File: src/rtl/floor_request_manager.sv
// Floor request manager: synchronizes, debounces and edge-detects raw
// hall/cab buttons, latches presses into a pending vector, and retires a
// pending floor when the car departs that whole floor.
module floor_request_manager #(
  parameter int NUM_FLOORS      = 6,
  parameter int DEBOUNCE_CYCLES = 4,
  parameter int CNT_WIDTH       = 4
) (
  input  logic                  clk,
  input  logic                  rst_n,
  input  logic                  en,
  input  logic [NUM_FLOORS-1:0] buttons,
  input  logic [3:0]            floor,
  output logic [NUM_FLOORS-1:0] floors_triggered,
  output logic                  new_request,
  output logic [2:0]            pending_count
);

  // Counter value on which the next differing sample completes the run.
  localparam logic [CNT_WIDTH-1:0] DB_LAST = CNT_WIDTH'(DEBOUNCE_CYCLES - 1);
  localparam logic [3:0]           NF4     = 4'(NUM_FLOORS);

  logic [NUM_FLOORS-1:0]                sync1_q, sync2_q;
  logic [NUM_FLOORS-1:0]                stable_q, stable_d, stable_prev_q;
  logic [NUM_FLOORS-1:0][CNT_WIDTH-1:0] cnt_q, cnt_d;
  logic [3:0]                           floor_q;
  logic [NUM_FLOORS-1:0]                ft_q, ft_d;
  logic                                 new_q, new_d;
  logic [2:0]                           cnt_pend_q, cnt_pend_d;
  logic [NUM_FLOORS-1:0]                set, clr;
  logic                                 depart;

  // Per-lane debounce: a level differing from the accepted one must hold
  // DEBOUNCE_CYCLES synchronized cycles in a row before it is accepted.
  always_comb begin
    cnt_d    = cnt_q;
    stable_d = stable_q;
    for (int k = 0; k < NUM_FLOORS; k++) begin
      if (sync2_q[k] == stable_q[k]) begin
        cnt_d[k] = '0;
      end else if (cnt_q[k] == DB_LAST) begin
        cnt_d[k]    = '0;
        stable_d[k] = ~stable_q[k];
      end else begin
        cnt_d[k] = cnt_q[k] + CNT_WIDTH'(1);
      end
    end
  end

  // Only presses count; releases generate no event.
  assign set = stable_q & ~stable_prev_q;

  // Leaving a whole, in-range floor retires that floor's request.
  assign depart = en && (floor != floor_q) && !floor_q[0] &&
                  ({1'b0, floor_q[3:1]} < NF4);

  // One-hot clear for the floor just departed.
  always_comb begin
    clr = '0;
    for (int k = 0; k < NUM_FLOORS; k++)
      clr[k] = depart && (floor_q[3:1] == 3'(k));
  end

  // Pending update (set beats clear) plus registered side outputs.
  always_comb begin
    ft_d       = (ft_q & ~clr) | set;
    new_d      = |(set & ~ft_q);
    cnt_pend_d = '0;
    for (int k = 0; k < NUM_FLOORS; k++)
      cnt_pend_d = cnt_pend_d + 3'(ft_d[k]);
  end

  // State registers; async reset discards every pending request.
  always_ff @(posedge clk or negedge rst_n) begin
    if (!rst_n) begin
      sync1_q       <= '0;
      sync2_q       <= '0;
      cnt_q         <= '0;
      stable_q      <= '0;
      stable_prev_q <= '0;
      floor_q       <= '0;
      ft_q          <= '0;
      new_q         <= 1'b0;
      cnt_pend_q    <= '0;
    end else begin
      sync1_q       <= buttons;
      sync2_q       <= sync1_q;
      cnt_q         <= cnt_d;
      stable_q      <= stable_d;
      stable_prev_q <= stable_q;
      floor_q       <= floor;
      ft_q          <= ft_d;
      new_q         <= new_d;
      cnt_pend_q    <= cnt_pend_d;
    end
  end

  assign floors_triggered = ft_q;
  assign new_request      = new_q;
  assign pending_count    = cnt_pend_q;

endmodule
File: config.mk
export PLATFORM = sky130hd
export DESIGN_NAME = floor_request_manager
export DESIGN_NICKNAME = d
export VERILOG_FILES = /design/src/rtl/floor_request_manager.sv
export SDC_FILE = /design/constraint.sdc
export NUM_CORES = 1
export LEC_CHECK = 0
export BUFFER_PORTS_ARGS = -buffer_cell sky130_fd_sc_hd__buf_4
export CAP_MARGIN = 10
export CORE_ASPECT_RATIO = 2
export CORE_MARGIN = 2
export CORE_UTILIZATION = 37
export CTS_CLUSTER_SIZE = 14
export DETAILED_ROUTE_END_ITERATION = 10
export PLACE_DENSITY = 0.53
export SETUP_SLACK_MARGIN = 0.05
export SYNTH_ARGS = -nofsm -noshare
export SYNTH_HDL_FRONTEND = slang
export SYNTH_SLANG_ARGS = --single-unit
File: constraint.sdc
create_clock -name clk -period 2.9 [get_ports clk]
set_input_delay 0.58 -clock clk [delete_from_list [all_inputs] [get_ports clk]]
set_output_delay 0.58 -clock clk [all_outputs]
set_load 0.005 [all_outputs]
==> results.md <==
- Detail Placement HPWL: 2.997 mm
- Fillers: 601
- Fin nets: 250
- Max stage delay on crit path: 490 ps
- Pre-CTS setup slack: -135.5 ps
- CTS tree: done
- Critical-path top delay cell: fa_1
- Fraction of registers with async set/reset: 100.0%
- Setup crit end kind: flip-flop
- Initial Utilization: 37.83%
- Overall Power: 2960 uW
- Post-synthesis sequential area ratio: 62.44%
- CP dominant cell by count: fa_1
- Total number of vias: 1501
- Multi-input logic area: 937.1 um2
- Worst setup path category: reg -> reg
- RSZ-0062 raised after global routing: yes
- Max-slew headroom: 47.96%
- Via density: 4.691
- Final Skew: 4.733 ps
- Synth Flop Type: dfrtp_1
- Reg2reg setup slack: 150 ps
- Synth Area per Inst: 13.29 um2
- Reg area: 1553 um2
- Required @ worst endpoint: 3090 ps
- Top post-synthesis cells by count: dfrtp_1 (62), nor2_1 (13), nor2b_1 (11)
- Max IR drop VDD: 0.0004942 V
- Hold Slack: 318.8 ps
- Hold_buf cts: 0
- Syn. warnings: 0
- Grt ovf: 0
- Number of global-route vias before repair: 1559
- Most frequent cell after synthesis: dfrtp_1
- Hold WC Path Type: in -> async
- Post-route worst setup slack: 147.1 ps
- Post-DRT Antenna Nets: 0
- Pins Over Slew Limit: 0
- Num CTS Buffers: 9
- Final hold violations: 0
- Post-synth EDFFs: 0
- Leak Pwr: 0.001397 uW
- Clk buf depth: 2
- Chip Width: 61.95 um
- Area of the die: 7427 um2
- Post-layout min period: 2753 ps
- Crit path cell chain: xnor2_2 > nand3b_1 > a31o_2 > fa_1 > fa_1 > inv_1 > ha_1 > fa_1
- Worst setup SP type: flip-flop
- Syn-to-layout area delta: 26.43%
- MaxCap Viol Count: 0
- Layout cell share with drive strength beyond 1: 25.86%
- Syn nets: 210
- FMAX: 363.2 MHz
- Post-synthesis cell count: 187
- Worst Reg-to-Reg Cells: 8
- Rows: 42
- Placed insts: 304
- Die height: 119.9 um
- I/O pin count: 23
- Global router's overall resource usage: 13.82%
- Synth area leader: dfrtp_1
- Clock-pin slew on the worst setup and hold paths: 50 ps
- DR iter-0 viols: 58
- Core area: 6569 um2
- Buffers on Ports: 22
- Wire per inst: 13.16 um
- Root Driver: clkbuf_16
- Final WL: 4.212 mm
- Synth area leaders: dfrtp_1 (62%), ha_1 (3.5%), nor2b_1 (2.8%)
- GPL Wtd Cong: 0.7030
- Sink Count: 62
- Worst reg2reg path startpoint: floor_q[3]$_DFF_PN0_
- Slew of the pin with the lowest slew margin: 780.7 ps
- Pre-antenna DRT Iters: 4
- Clock Latency Late Sink: 320 ps
- FF+latch count, synth: 62
- Synth unique cells: 31
- Final cell count without fillers: 320
- Pwr per Cell Area: 942.3 nW/um2
- First-pass GRT wire length: 7.265 mm
- H-tree lvl count: 3
- Fin area: 3142 um2
- DRC: 0
- Tcrit/Tclk final: 94.93%
- Status: finished, final reports clean
- Critical path peak fanout: 4
- Ant diodes: 0
- Post-synth design cell area: 2485 um2
- DP Area: 2813 um2
- R2R Path End: pending_count[1]$_DFF_PN0_
- Largest net degree at the start of global routing: 63
- Top cell type's share of synthesized area: 62.44%
- Final number of setup-violating endpoints: 0
- Initial antenna violation count: 0
- Critical Path AT: 2950 ps
[worst max-delay path, delay by kind of cell (launching register included)]
kind,cells,cell delay [ps]
flops,1,440
buf+inv,1,40
compound gates,1,230
simple gates,1,130
fa+ha+maj,4,1590
xor+xnor,1,200
[layout by cell type (no fill, tap or decap), types with 2 or more instances in the layout]
master,Yosys,routed
a31oi_1,3,3
dfrtp_1,62,61
o22a_1,3,3
clkinv_2,0,3
fa_1,3,3
nor3b_1,7,7
o22ai_1,4,2
clkbuf_16,0,9
nand2b_1,9,9
o22ai_2,0,2
nor3_1,6,6
inv_1,6,6
mux2_2,6,6
nand3b_1,7,7
ha_1,7,7
nor2b_1,11,11
a21oi_1,6,6
buf_4,0,29
xor2_1,6,6
clkbuf_8,0,2
nor2_1,13,13
nand3_1,9,8
xnor2_1,6,6
[registers in the layout, summed over array words and instances, names as in the netlist]
name,cells
cnt_q,24
floor_q,4
floors_triggered,6
new_request,1
pending_count,3
stable_prev_q,6
stable_q,6
sync1_q,6
sync2_q,6
[how the worst max path moves through the flow]
stage | from | end | slack [ps] | depth (start not counted)
after floorplan | floor[3] | pending_count[1]$_DFF_PN0_ | 90 | 8
after global placement | floor[3] | pending_count[1]$_DFF_PN0_ | -80 | 9
after detailed placement | floor[3] | pending_count[1]$_DFF_PN0_ | -140 | 9
after CTS | floor_q[3]$_DFF_PN0_ | pending_count[1]$_DFF_PN0_ | 70 | 8
after global routing | floor_q[3]$_DFF_PN0_ | pending_count[1]$_DFF_PN0_ | 20 | 8
final | floor_q[3]$_DFF_PN0_ | pending_count[1]$_DFF_PN0_ | 150 | 8
[through the flow]
| step | setup TNS (ps) | util (%) |
|---|---|---|
| 6_report | 0 | 47.83 |
| 5_1_grt | 0 | 47.83 |
| 4_1_cts | 0 | 47.41 |
| 3_5_place_dp | -188.5 | 42.82 |
| 3_3_place_gp | -97.99 | 42.82 |
| 2_1_floorplan | 0 | - |
[area by class of cell]
cell class / instances / share of cell area (%)
sequential: 62 / 49.42
timing repair buffer: 29 / 6.930
clock inverter: 4 / 1.434
tap: 88 / 3.505
clock buffer: 12 / 8.164
multi-input combinational: 119 / 29.83
inverter: 6 / 0.7168
[kinds of logic (layout without fill, tap and decap cells)]
family	after synthesis	count (layout)	share of synthesized area, %
and+or+nand+nor	70	70	17.67
DFF	62	62	62.44
AOI/OAI and AO/OA	20	20	5.438
xor gates and xnor gates	13	13	4.884
adders and majority gates	10	10	5.942
muxes	6	6	2.719
buffers and inverters	6	51	0.9063
[metal layers]
layer	global-route usage, %	vias up	share of wire, %
met4	8.378	0	3.0
met1	16.85	736	41
met2	20.25	25	52
met3	4.849	7	3.5
li1	-	733	-
met5	0	-	0
[timing repair]
item	in CTS	in global routing
resized for setup	0	5
endpoints found under the setup margin	0	2
endpoints found under the hold margin	0	0
buffers inserted	0	0
[power breakdown]
| part | internal [uW] | switching [uW] |
|---|---|---|
| logic | 353 | 306 |
| registers | 1080 | 161 |
| clock network | 706 | 351 |
| total | 2140 | 818 |
Power figures use the tool's default switching activity.
